==> src/rtl/pwm_duty_ramp_ctrl.sv <==
// pwm_duty_ramp_ctrl
// Duty-cycle sequencer for the PWM generator. Accepts a target duty over a
// valid/ready handshake and walks the duty output toward it one LSB at a
// time. Each step waits for step_div+1 PWM period boundaries, so the PWM
// core only ever sees a duty change at a period wrap.

module pwm_duty_ramp_ctrl #(
    parameter int unsigned BITS_DUTY = 5,
    parameter int unsigned DIV_W     = 4
) (
    input  logic                 clk_in,
    input  logic                 rst,
    input  logic                 en,
    input  logic                 period_end,
    input  logic                 tgt_valid,
    output logic                 tgt_ready,
    input  logic [BITS_DUTY:0]   tgt_duty,
    input  logic [DIV_W-1:0]     step_div,
    output logic [BITS_DUTY:0]   duty,
    output logic                 busy,
    output logic                 done
);

    localparam int unsigned DUTY_W = BITS_DUTY + 1;

    // Full-on duty: 2**BITS_DUTY, the top of the legal range.
    localparam logic [DUTY_W-1:0] FULL_DUTY = {1'b1, {BITS_DUTY{1'b0}}};

    typedef enum logic [1:0] {
        StIdle,
        StRampUp,
        StRampDown
    } state_t;

    state_t             state_q, state_d;
    logic [DUTY_W-1:0]  duty_q, duty_d;
    logic [DUTY_W-1:0]  tgt_q, tgt_d;
    logic [DIV_W-1:0]   div_q, div_d;
    logic [DIV_W-1:0]   pcnt_q, pcnt_d;
    logic               done_q, done_d;

    logic               accept;
    logic               tick;
    logic               step_now;
    logic [DUTY_W-1:0]  tgt_clamped;
    logic [DUTY_W-1:0]  duty_stepped;

    // Handshake and clamp of the requested target to full-on.
    always_comb begin
        tgt_ready   = en && (state_q == StIdle);
        accept      = tgt_valid && tgt_ready;
        tgt_clamped = (tgt_duty > FULL_DUTY) ? FULL_DUTY : tgt_duty;
    end

    // Step timing: a period boundary counts only while enabled and ramping;
    // the step fires when the period counter has reached the latched divider.
    always_comb begin
        tick     = en && period_end && (state_q != StIdle);
        step_now = tick && (pcnt_q == div_q);
        if (state_q == StRampDown) begin
            duty_stepped = duty_q - DUTY_W'(1);
        end else begin
            duty_stepped = duty_q + DUTY_W'(1);
        end
    end

    // Next-state logic for the FSM and the datapath registers.
    always_comb begin
        state_d = state_q;
        duty_d  = duty_q;
        tgt_d   = tgt_q;
        div_d   = div_q;
        pcnt_d  = pcnt_q;
        // done is a single-cycle pulse and clears even while disabled.
        done_d  = 1'b0;

        unique case (state_q)
            StIdle: begin
                if (accept) begin
                    tgt_d  = tgt_clamped;
                    div_d  = step_div;
                    pcnt_d = '0;
                    if (tgt_clamped > duty_q) begin
                        state_d = StRampUp;
                    end else if (tgt_clamped < duty_q) begin
                        state_d = StRampDown;
                    end else begin
                        done_d = 1'b1;
                    end
                end
            end

            StRampUp, StRampDown: begin
                if (step_now) begin
                    duty_d = duty_stepped;
                    pcnt_d = '0;
                    // Stepping by one from the correct side of the target
                    // lands exactly on it, so equality is the only exit.
                    if (duty_stepped == tgt_q) begin
                        state_d = StIdle;
                        done_d  = 1'b1;
                    end
                end else if (tick) begin
                    pcnt_d = pcnt_q + DIV_W'(1);
                end
            end

            default: begin
                state_d = StIdle;
            end
        endcase
    end

    // State register with asynchronous active-high reset.
    always_ff @(posedge clk_in or posedge rst) begin
        if (rst) begin
            state_q <= StIdle;
            duty_q  <= '0;
            tgt_q   <= '0;
            div_q   <= '0;
            pcnt_q  <= '0;
            done_q  <= 1'b0;
        end else begin
            state_q <= state_d;
            duty_q  <= duty_d;
            tgt_q   <= tgt_d;
            div_q   <= div_d;
            pcnt_q  <= pcnt_d;
            done_q  <= done_d;
        end
    end

    // Output mapping.
    always_comb begin
        duty = duty_q;
        busy = (state_q != StIdle);
        done = done_q;
    end

endmodule

==> config.mk <==
export PLATFORM = sky130hd
export DESIGN_NAME = pwm_duty_ramp_ctrl
export DESIGN_NICKNAME = d
export VERILOG_FILES = /design/src/rtl/pwm_duty_ramp_ctrl.sv
export SDC_FILE = /design/constraint.sdc
export NUM_CORES = 1
export LEC_CHECK = 0
export BUFFER_PORTS_ARGS = -buffer_cell sky130_fd_sc_hd__buf_2
export CORE_MARGIN = 1.5
export CORE_UTILIZATION = 51
export CTS_BUF_LIST = sky130_fd_sc_hd__clkbuf_8 sky130_fd_sc_hd__clkbuf_16
export CTS_CLUSTER_DIAMETER = 80
export DETAILED_ROUTE_END_ITERATION = 10
export GPL_TIMING_DRIVEN = 0
export PLACE_DENSITY = 0.76
export SLEW_MARGIN = 20
export SYNTH_ARGS = -nofsm -noshare
export SYNTH_HDL_FRONTEND = slang
export SYNTH_SLANG_ARGS = --single-unit
==> constraint.sdc <==
create_clock -name clk_in -period 2.7 [get_ports clk_in]
set_clock_uncertainty 0.2 [all_clocks]
set_input_delay 0.135 -clock clk_in [delete_from_list [all_inputs] [get_ports clk_in]]
set_output_delay 0.135 -clock clk_in [all_outputs]
set_load 0.01 [all_outputs]
# Word level (Yosys, flattened, before mapping)
# Index checks and enable logic that the tools add are counted.
[classes] bitwise=0 addsub=3 n_shift=0 order_cmp=3 n_eq_ne=9 n_mux=18 reduce_logical=13 mul=0 div_mod_pow=0
[op_table] op="two-way mux 4 bit" count=3
[op_table] op="two-way mux 6 bit" count=2
[op_table] op="two-way mux 2 bit" count=5
[op_table] op="one-hot mux 4 bit (2 select lines)" count=1
[op_table] op="adder 6 x 1 -> 6 bit, second input constant" count=1
[op_table] op="== test 6 bit" count=1
[op_table] op="> comparator 6 bit" count=1
[op_table] op="> comparator 6 bit, second input constant" count=1
[op_table] op="< comparator 6 bit" count=1
[op_table] op="inequality test 2 bit, second input constant" count=3
[op_table] op="subtractor 6 x 1 -> 6 bit, second input constant" count=1
[op_table] op="logical AND 1 bit" count=5
[op_table] op="two-way mux 1 bit" count=5
[op_table] op="adder 4 x 1 -> 4 bit, second input constant" count=1
[op_table] op="== test 4 bit" count=1
[op_table] op="one-hot mux 2 bit (2 select lines)" count=1
[op_table] op="AND reduction 2 bit" count=2
[op_table] op="AND reduction 4 bit" count=1
[op_table] op="nonzero test 2 bit" count=2
[op_table] op="inequality test 3 x 1 -> 1 bit, second input constant" count=1
[op_table] op="inequality test 3 bit, second input constant" count=1
[op_table] op="AND reduction 3 bit" count=1
[op_table] op="== test 2 x 1 -> 1 bit, second input constant" count=1
[op_table] op="== test 2 bit, second input constant" count=1
[op_table] op="other kinds (3)" count=3
[word_totals] romBits=0 word_cells=52 latch_bits=0 register_bits=23 out_inout_bits=9 in_bits=15 mem_bits_rw=0 memories=0

# Depth between registers and ports, before layout
# Gate-level depths: netlist (run 1).
[logic_depth] depth_word=7 ltp_mapped=11 ltp_nobuf=10

# Worst setup path after synthesis (run 1)
# OpenSTA, ideal clock, no wires.
[synth_path] kind="register -> register" from="register state_q[0]" to="register state_q[0]" stages_incl_launch_ff=12 n_path_buf=1 setup_ns=0.126 setup_slack_ns=0.193 t_arrival_ns=2.180 path_cell_list="dfrtp_1 -> inv_1 -> ha_1 -> buf_6 -> xor2_1 -> ha_1 -> a21oi_1 -> xnor2_2 -> xnor2_1 -> nor3_1 -> nand4_1 -> a311o_1"
[synth_via] elab_chain_len=5 elab_cells_between_ends=17 classes_between="eq/ne: 7; mux: 2; reduce/logical: 8"
[synth_rtl] item="start, declared" line_no="35" source="state_t state_q, state_d;"
[synth_rtl] item="start signal, assigned" line_no="117" source="state_q <= StIdle;"
[synth_rtl] item="start signal, assigned" line_no="124" source="state_q <= state_d;"
[synth_rtl] item="== test 2 bit (tied with other cells)" line_no="60, 77"
[synth_rtl] item="two-way mux 6 bit (tied with other cells)" line_no="60" source="if (state_q == StRampDown) begin"
[synth_rtl] item="== test 6 bit (tied with other cells)" line_no="99" source="if (duty_stepped == tgt_q) begin"
[synth_rtl] item="inequality test 2 bit (no source line)"
[synth_rtl] item="AND reduction 4 bit (no source line)"
# Parallel ways exist; a longest one is shown, timed or not.
# A chain may end at the register's enable or synchronous reset.

# Final worst setup path (run 1)
[layout_path] from="register state_q[0]" to="register state_q[1]"
# Same word-level chain as after synthesis.

==> impl_results.md, run 1 <==
* Outcome: finished clean
* Critical Path RT at ~2700 ps
* Chip height at slightly below 60 um
* Design Area, Final at 1877 um^2
* Number of CTS-inserted buffers at 3
* Cell family with most CP delay: compound AO/OA/AOI/OAI gates
* Die W at 58.53 um
* Worst Path Max Fanout at 9
* Syn. warnings at 0
* Via count at ~1300
* CTS tree: done
* # diodes at 0
* Post-DR vias/cell at ~5.7
* Sequential share of the synthesized area at 0.3660
* Startpoint Class: flip-flop
* Worst slew margin at 0.4224
* Max Slew Vio Count at 0
* Setup-failing EPs final at 0
* Initial antenna violation count at 0
* Most common cell in the netlist: dfrtp_1
* Worst-Skew Late Latency at around 270 ps
* CP Capture Type: flip-flop
* I/O pin count at 24
* Yosys top cell by area: dfrtp_1
* MaxCap Viol Count at 0
* FF+latch count, synth at 23
* Most used flip-flop cell after synthesis: dfrtp_1
* Remaining antenna violation count at 0
* Drt pass-1 iters at 5
* CTS Sinks at 23
* Max VDD drop at roughly 0.64 mV
* GPL Wtd Cong at around 0.8
* Fin. Hold Viols at 0
* # placed instances at 223
* Power density over the cells at between 1000 and 1500 nW/um^2
* Min-delay worst type: primary input to flip-flop
* First-pass GRT wire length at ~5700 um
* Placed Area at 1727 um^2
* Max Buffers Root-to-Sink at 2
* Mapped cell area at ~1600 um^2
* Layout cells sized above 1 at 0.1942
* Final HPWL DP at 2471 um
* Fin crit share at 0.9328
* EDFF count, synth at 0
* Leak at between 0.8 and 0.9 nW
* Wire per inst at about 14 um
* Post-synth cell types at 33
* Synthesized Nets at a little under 200
* Fmax at 0.3970 GHz
* Avg Inst Size Synth at about 9.3 um^2
* Hold_ws at approximately 72 ps
* Largest net degree at the start of global routing at 24
* Critical path class: flip-flop to flip-flop
* Final min period at 2519 ps
* Port Buffers at 23
* GRT Residual Overflow at 0
* Area grow syn2layout at 19.33%
* Worst path bufs/invs at 2
* Area of the multi-input gates at 920.9 um^2
* Initial Util at 0.5559
* Core area at about 2800 um^2
* Worst-path clk slew at 80 ps
* Critical Path AT at roughly 2500 ps
* Nets@finish at between 200 and 250
* Share of the synthesized area in the top cell type at 0.3660
* Slew @ Worst Pin at between 800 and 900 ps
* Slowest stage delay, CP at ~380 ps
* Vias in the first global route at around 1300
* CP max stage cell: dfrtp_1
* CP Cell Sequence: inv_2 > ha_1 > buf_6 > xor2_1 > ha_2 > nor2b_1 > o21ai_0 > o211ai_1 > xnor2_1 > nand4_1 > a311o_1
* GRT Overall Usage at 0.2133
* Synth cell count leaders: dfrtp_1, nand2_1, xnor2_1, ha_1, inv_1
* CTS H-Tree Depth at 1
* RSZ-0062 raised after global routing: no
* DRC violations left at 0
* WL final at between 3000 and 4000 um
* Root buf cell: clkbuf_8
* Final-layout fill cell count at around 230
* Synth top area cells: dfrtp_1, ha_1, xnor2_1
* Post-Layout Cell Count at approximately 240
* Initial drt markers at 88
* Register area at 575.6 um^2
* Fraction of registers with async set/reset at 1.000
* Rows at 19
* Die area at between 3000 and 4000 um^2
* Mapped Cells at around 170
## metrics by stage
stage | setup TNS [ps] | power, mW | setup slack, ps | util
floorplan | 0 | 1.543 | 193.4 | -
global placement | -43.95 | 1.746 | -23.17 | 0.6103
detailed placement | -123.8 | 1.804 | -64.02 | 0.6103
CTS | 0 | 2.057 | 52.54 | 0.6625
global route | 0 | 2.230 | 60.60 | 0.6634
finish | 0 | 2.071 | 181.3 | 0.6634
## final cells by class
class | instances | area share
well taps | 31 | 0.02067
repair buffers | 33 | 0.1133
multi-input cells | 127 | 0.4907
clock inverters | 1 | 0.002667
plain buffers | 7 | 0.02000
flip-flops and latches | 23 | 0.3067
clock buffers | 3 | 0.02200
inverters | 12 | 0.02400
## cells by family (layout without fill, tap and decap cells)
family / Yosys count / in the layout / synth area share
simple gates: 53 / 53 / 0.1718
compound gates: 32 / 32 / 0.1281
flops: 23 / 23 / 0.3659
buf+inv: 19 / 56 / 0.05250
mux: 9 / 9 / 0.06443
xor+xnor: 21 / 21 / 0.1217
fa+ha+maj: 12 / 12 / 0.09546
## where the power goes
part           switching [mW]  leakage [nW]  internal [mW]
combinational           0.658         0.553          0.579
clock                   0.114        0.0255          0.103
sequential              0.126         0.288          0.491
## worst min-delay path, stage by stage
cell,delay (ps)
buf_2,70
nor2b_1,160
mux2_1,150
## cell usage in the layout (no fill, tap or decap), types with 5 or more instances in the layout
master / instances
nor3_1: 5
nor2b_1: 7
inv_1: 11
dfrtp_1: 23
dlygate4sd3_1: 9
nor2_1: 7
ha_1: 11
a21oi_1: 5
mux2_1: 5
o21ai_0: 7
xnor2_1: 16
buf_2: 26
nand2_1: 18
## repair_timing
action | in CTS | in global routing
hold endpoints to repair | 31 | 0
buffers inserted | 1 | 0
pin swaps | 0 | 4
resized for setup | 1 | 2
hold buffers | 9 | 0
endpoints found under the setup margin | 2 | 2
## layer usage
layer,GRT usage,wire (um),vias up,share of wire
met5,0,0,-,0
met4,0.08306,80,0,0.024
met3,0.02637,170,10,0.051
met2,0.3483,1572,53,0.47
met1,0.2894,1538,624,0.46
li1,-,-,654,-
## registers in the layout, summed over array words and instances (netlist names)
signal   cells
state_q      2
pcnt_q       4
tgt_q        6
duty         6
done         1
div_q        4
## path summary, 6_finish.rpt
| path | start | endpoint | slack [ps] | depth (start not counted) |
|---|---|---|---|---|
| worst min-delay path | tgt_duty[1] | tgt_q[1]$_DFFE_PP0P_ | 70 | 3 |
| min in group asynchronous | rst | tgt_q[3]$_DFFE_PP0P_ | 380 | 3 |
| worst max-delay path | state_q[0]$_DFFE_PP0P_ | state_q[1]$_DFFE_PP0P_ | 180 | 11 |
| max in group asynchronous | rst | pcnt_q[3]$_DFFE_PP0P_ | 1380 | 3 |
| worst max register to register | state_q[0]$_DFFE_PP0P_ | state_q[1]$_DFFE_PP0P_ | 180 | 11 |
| worst min register to register | div_q[2]$_DFFE_PP0P_ | div_q[2]$_DFFE_PP0P_ | 320 | 1 |
No activity file was read; power rests on OpenSTA's default activity.
==> run 2: changes to the inputs <==
Settings changed: BUFFER_PORTS_ARGS -buffer_cell sky130_fd_sc_hd__buf_2 to default, CELL_PAD_IN_SITES_DETAIL_PLACEMENT from default to 1, CELL_PAD_IN_SITES_GLOBAL_PLACEMENT from default to 1, CORE_UTILIZATION 51 to 43, DONT_BUFFER_PORTS from default to 1, PLACE_DENSITY 0.76 to default, PLACE_DENSITY_LB_ADDON from default to 0.1.
==> impl_results.md, run 2 (synthesis results as in run 1) <==
* Worst-Skew Late Latency at 270 ps
* Max Buffers Root-to-Sink at 2
* Max VDD drop at roughly 0.4 mV
* Pint at between 1 and 1.5 mW
* Seq pwr share at 0.306
* CTS H-Tree Depth at 1
* Most Crowded Layer GR: met2
* CP max stage cell: dfrtp_1
* Fmax at 0.3776 GHz
* CTS Sinks at 23
* DRC violations left at 0
* Register area at around 580 um^2
* Worst Path Max Fanout at 9
* Number of CTS-inserted buffers at 3
* Crit path from: state_q[1]$_DFFE_PP0P_
* Post-Layout Cell Count at 232
* WL final at ~3800 um
* Chip height at around 63 um
* MaxCap Viol Count at 0
* Fin. Hold Viols at 0
* Leak at ~0.78 nW
* M2 GR Usage at 0.3368
* HP Start: tgt_duty[2]
* Sw frac at 0.4480
* Nets@finish at ~210
* GRT met1 Usage at 0.2795
* Area grow syn2layout at 15.20%
* Power density over the cells at 1163 nW/um^2
* First-pass GRT wire length at 6423 um
* Core area at ~3400 um^2
* Met3 Use GR at 0.02500
* Port Buffers at 0
* GRT Residual Overflow at 0
* Area of the multi-input gates at around 930 um^2
* Wire per inst at ~16 um
* Commonest non-fill, non-tap cells in the layout: dfrtp_1, nand2_1, xnor2_1
* Worst path bufs/invs at 1
* Fin crit share at 0.9809
* CTS tree: done
* Remaining antenna violation count at 0
* Worst slew margin at 0.4135
* Die W at ~63 um
* Slew @ Worst Pin at around 880 ps
* Vias in the first global route at between 1000 and 1500
* Clock network power share at 0.102
* Launch point of the worst reg-to-reg path: state_q[1]$_DFFE_PP0P_
* Initial antenna violation count at 0
* RSZ-0062 raised after global routing: yes
* Comb pwr share at 0.592
* Max Slew Vio Count at 0
* Final HPWL DP at ~2900 um
* Critical path class: flip-flop to flip-flop
* GPL Wtd Cong at 0.7730
* Initial Util at 0.4604
* Final-layout fill cell count at about 410
* Largest net degree at the start of global routing at 24
* # placed instances at about 220
* Cell family with most CP delay: compound AO/OA/AOI/OAI gates
* Min-delay worst type: primary input to flip-flop
* I/O pin count at 24
* Worst-path clk slew at about 80 ps
* Critical Path AT at ~2600 ps
* Final min period at roughly 2600 ps
* GRT Overall Usage at 0.2057
* Sw Pwr at approximately 940 uW
* Die area at 4029 um^2
* Most common cell after layout, fill and taps aside: dfrtp_1
* Startpoint Class: flip-flop
* Layout cells sized above 1 at 0.09677
* Design Area, Final at approximately 1800 um^2
* Rows at 21
* Setup TNS at 0 ps
* Slowest stage delay, CP at about 440 ps
* Critical Path RT at between 2000 and 3000 ps
* Outcome: finished clean
* Post-DR vias/cell at 5.547
* Root buf cell: clkbuf_8
* CP Cell Sequence: ha_1 > buf_6 > xor2_1 > ha_2 > a31oi_1 > o211ai_1 > xnor2_1 > nand4_1 > a311o_1
* Via count at between 1000 and 1500
* Initial drt markers at 30
* Drt pass-1 iters at 4
* Placed Area at 1630 um^2
* Setup-failing EPs final at 0
* # diodes at 0
* CP Capture Type: flip-flop
-- run 2: repair_timing --
item | CTS | global route
buffers inserted | 1 | 1
pin swaps | 1 | 2
resized for setup | 1 | 3
hold buffers | 11 | 0
endpoints found under the setup margin | 2 | 3
endpoints found under the hold margin | 37 | 0
-- run 2: per-layer routing --
metal / part of all wire / up-vias
met3: 0.033 / 4
met2: 0.48 / 27
li1: - / 616
met1: 0.47 / 640
met5: 0 / -
met4: 0.010 / 0
-- run 2: area by class of cell --
| class | instances | area share |
|---|---|---|
| multi-input cells | 127 | 0.5110 |
| plain buffers | 7 | 0.02072 |
| clock inverters | 1 | 0.002072 |
| repair buffers | 13 | 0.06906 |
| clock buffers | 3 | 0.02279 |
| inverters | 12 | 0.02486 |
| flip-flops and latches | 23 | 0.3177 |
| well taps | 46 | 0.03177 |
-- run 2: worst register-to-register path, stage by stage, from the launching register on --
cell and delay, ps:
dfrtp_1 440, ha_1 220, buf_6 140, xor2_1 160, ha_2 230, a31oi_1 90
o211ai_1 300, xnor2_1 170, nand4_1 190, a311o_1 400
-- run 2: worst paths after layout --
path | endpoint | slack (ps) | cells past startpoint
min | tgt_q[2]$_DFFE_PP0P_ | 20 | 2
min in group asynchronous | pcnt_q[3]$_DFFE_PP0P_ | 290 | 2
max in group asynchronous | pcnt_q[2]$_DFFE_PP0P_ | 1470 | 2
max reg2reg | state_q[0]$_DFFE_PP0P_ | 50 | 9
min reg2reg | div_q[1]$_DFFE_PP0P_ | 320 | 1
max | state_q[0]$_DFFE_PP0P_ | 50 | 9
-- run 2: power groups by stage --
| stage | logic [mW] | registers [mW] | clock network (mW) |
|---|---|---|---|
| after CTS | 1.20 | 0.645 | 0.223 |
| after global routing | 1.40 | 0.666 | 0.234 |
| after global placement | 1.09 | 0.650 | 0 |
| final | 1.25 | 0.646 | 0.215 |
| after floorplan | 0.930 | 0.613 | 0 |
| after detailed placement | 1.15 | 0.659 | 0 |
-- run 2: stage by stage --
stage	setup WS (ps)	hold WS, ps	utilization	power [mW]
2_1_floorplan	193.4	-63.08	-	1.543
3_3_place_gp	-24.99	65.40	0.4773	1.743
3_5_place_dp	-87.88	65.89	0.4773	1.812
4_1_cts	29.37	11.39	0.5260	2.069
5_1_grt	-88.34	33.52	0.5304	2.295
6_report	51.53	17.59	0.5304	2.107
==> run 3: changes to the inputs <==
Settings changed: CORE_UTILIZATION 43 to 48, SETUP_SLACK_MARGIN from default to 0.05.
Clock period 2.7 ns to 2.9 ns, I/O delays scaled along.
==> impl_results.md, run 3 (synthesis results as in run 1) <==
* Slew @ Worst Pin at just under 900 ps
* Launch point of the worst reg-to-reg path: state_q[1]$_DFFE_PP0P_
* Fmax at ~0.36 GHz
* HP Start: tgt_duty[2]
* Comb pwr share at 0.580
* Met3 wire length at 93 um
* WL final at approximately 3800 um
* I/O pin count at 24
* Pint at 1.053 mW
* Drt pass-1 iters at 4
* Max VDD drop at roughly 0.44 mV
* Seq pwr share at 0.313
* Commonest non-fill, non-tap cells in the layout: dfrtp_1, nand2_1, xnor2_1
* First-pass GRT wire length at 6237 um
* Die W at around 60 um
* Uppermost routed layer: met4
* Max Buffers Root-to-Sink at 2
* Number of CTS-inserted buffers at 3
* Most common cell after layout, fill and taps aside: dfrtp_1
* CP Capture Type: flip-flop
* CTS H-Tree Depth at 1
* Max Slew Vio Count at 0
* Root buf cell: clkbuf_8
* FF-to-FF End: state_q[1]$_DFFE_PP0P_
* Wl on met1 at 1823 um
* DRC violations left at 0
* Nets@finish at 213
* CTS Sinks at 23
* Util after Layout at 0.5817
* Core area at about 3000 um^2
* Sw frac at 0.4499
* Via count at ~1300
* Layout cells sized above 1 at 0.07027
* Setup-failing EPs final at 0
* Initial drt markers at slightly above 90
* Setup slack, reg-to-reg at 150 ps
* Met2 routed WL at 1860 um
* Final min period at between 2000 and 3000 ps
* Final HPWL DP at ~2900 um
* WHS Endpoint: tgt_q[2]$_DFFE_PP0P_
* Sw Pwr at roughly 860 uW
* Fin crit share at 0.9473
* CTS tree: done
* Chip height at between 60 and 70 um
* Largest net degree at the start of global routing at 24
* Worst-path clk slew at roughly 90 ps
* Vias in the first global route at about 1300
* Port Buffers at 0
* Wire per inst at around 17 um
* Clock network power share at 0.107
* Setup TNS at 0 ps
* Initial antenna violation count at 0
* Worst-Skew Late Latency at between 200 and 300 ps
* Worst slew margin at 0.4108
* Die area at around 3600 um^2
* CTS resizes at 0
* Fin. Hold Viols at 0
* GRT Residual Overflow at 0
* Reg2reg path depth at 10
* Rows at 20
* Worst Path Max Fanout at 9
* Initial Util at 0.5110
* GRT Overall Usage at 0.2371
* Remaining antenna violation count at 0
* Crit path from: state_q[1]$_DFFE_PP0P_
* Area grow syn2layout at 13.84%
* Critical Path RT at approximately 2900 ps
* Critical path class: flip-flop to flip-flop
* Post-DR vias/cell at roughly 5.5
* Cell count of the worst hold path at 2
* Outcome: finished clean
* GPL Wtd Cong at around 0.76
* Startpoint Class: flip-flop
* Min-delay worst type: primary input to flip-flop
* Leak at between 0.7 and 0.8 nW
* RSZ-0062 raised after global routing: no
* MaxCap Viol Count at 0
* Critical Path AT at between 2000 and 3000 ps
* Power density over the cells at approximately 1100 nW/um^2
* # diodes at 0
-- run 3: area by class of cell --
| type | instances | area (um^2) |
|---|---|---|
| Buffer | 7 | 37.54 |
| Clock buffer | 3 | 41.29 |
| Clock inverter | 1 | 3.754 |
| Fill cell | 354 | 1287 |
| Inverter | 12 | 45.04 |
| Multi-Input combinational cell | 127 | 914.6 |
| Sequential cell | 23 | 575.6 |
| Tap cell | 44 | 55.05 |
| Timing Repair Buffer | 12 | 117.6 |
-- run 3: worst max-delay path by stage --
stage | to | slack (ps) | depth (start not counted)
floorplan | state_q[0]$_DFFE_PP0P_ | 390 | 11
global placement | state_q[1]$_DFFE_PP0P_ | 190 | 11
detailed placement | state_q[1]$_DFFE_PP0P_ | 90 | 11
CTS | state_q[1]$_DFFE_PP0P_ | 80 | 11
global route | state_q[1]$_DFFE_PP0P_ | 60 | 10
finish | state_q[1]$_DFFE_PP0P_ | 150 | 10
-- run 3: metrics by stage --
stage	instance area (um^2)	hold WS (ps)	worst slack, ps	total power [mW]	cells
floorplan	1573	-53.08	393.4	1.437	169
global placement	1628	50.97	191.6	1.606	213
detailed placement	1628	66.37	94.00	1.678	213
CTS	1773	2.639	81.66	1.899	227
global route	1790	8.701	59.58	2.076	229
finish	1790	6.556	152.9	1.913	229
-- run 3: power groups by stage --
stage | clock (mW) | sequential (mW) | combinational, mW
finish | 0.205 | 0.599 | 1.11
detailed placement | 0 | 0.611 | 1.07
global placement | 0 | 0.602 | 1.00
CTS | 0.208 | 0.604 | 1.09
floorplan | 0 | 0.571 | 0.866
global route | 0.219 | 0.618 | 1.24
-- run 3: critical path, stage by stage, from the launching register on --
cell	delay [ps]
dfrtp_1	450
ha_1	220
buf_6	140
xor2_1	160
ha_1	230
a21oi_1	220
xnor2_2	160
xnor2_1	100
nor3_1	150
nand4_1	180
a311o_1	400
-- run 3: metal layers --
metal,vias to the layer above,track usage
met1,621,0.3293
met5,-,0
met2,21,0.3742
li1,616,-
met4,0,0.07619
met3,6,0.03896
-- run 3: what timing repair did --
| item | in CTS | in global routing |
|---|---|---|
| hold buffers | 10 | 1 |
| hold endpoints to repair | 34 | 1 |
| setup buffers | 0 | 1 |
| endpoints found under the setup margin | 0 | 2 |
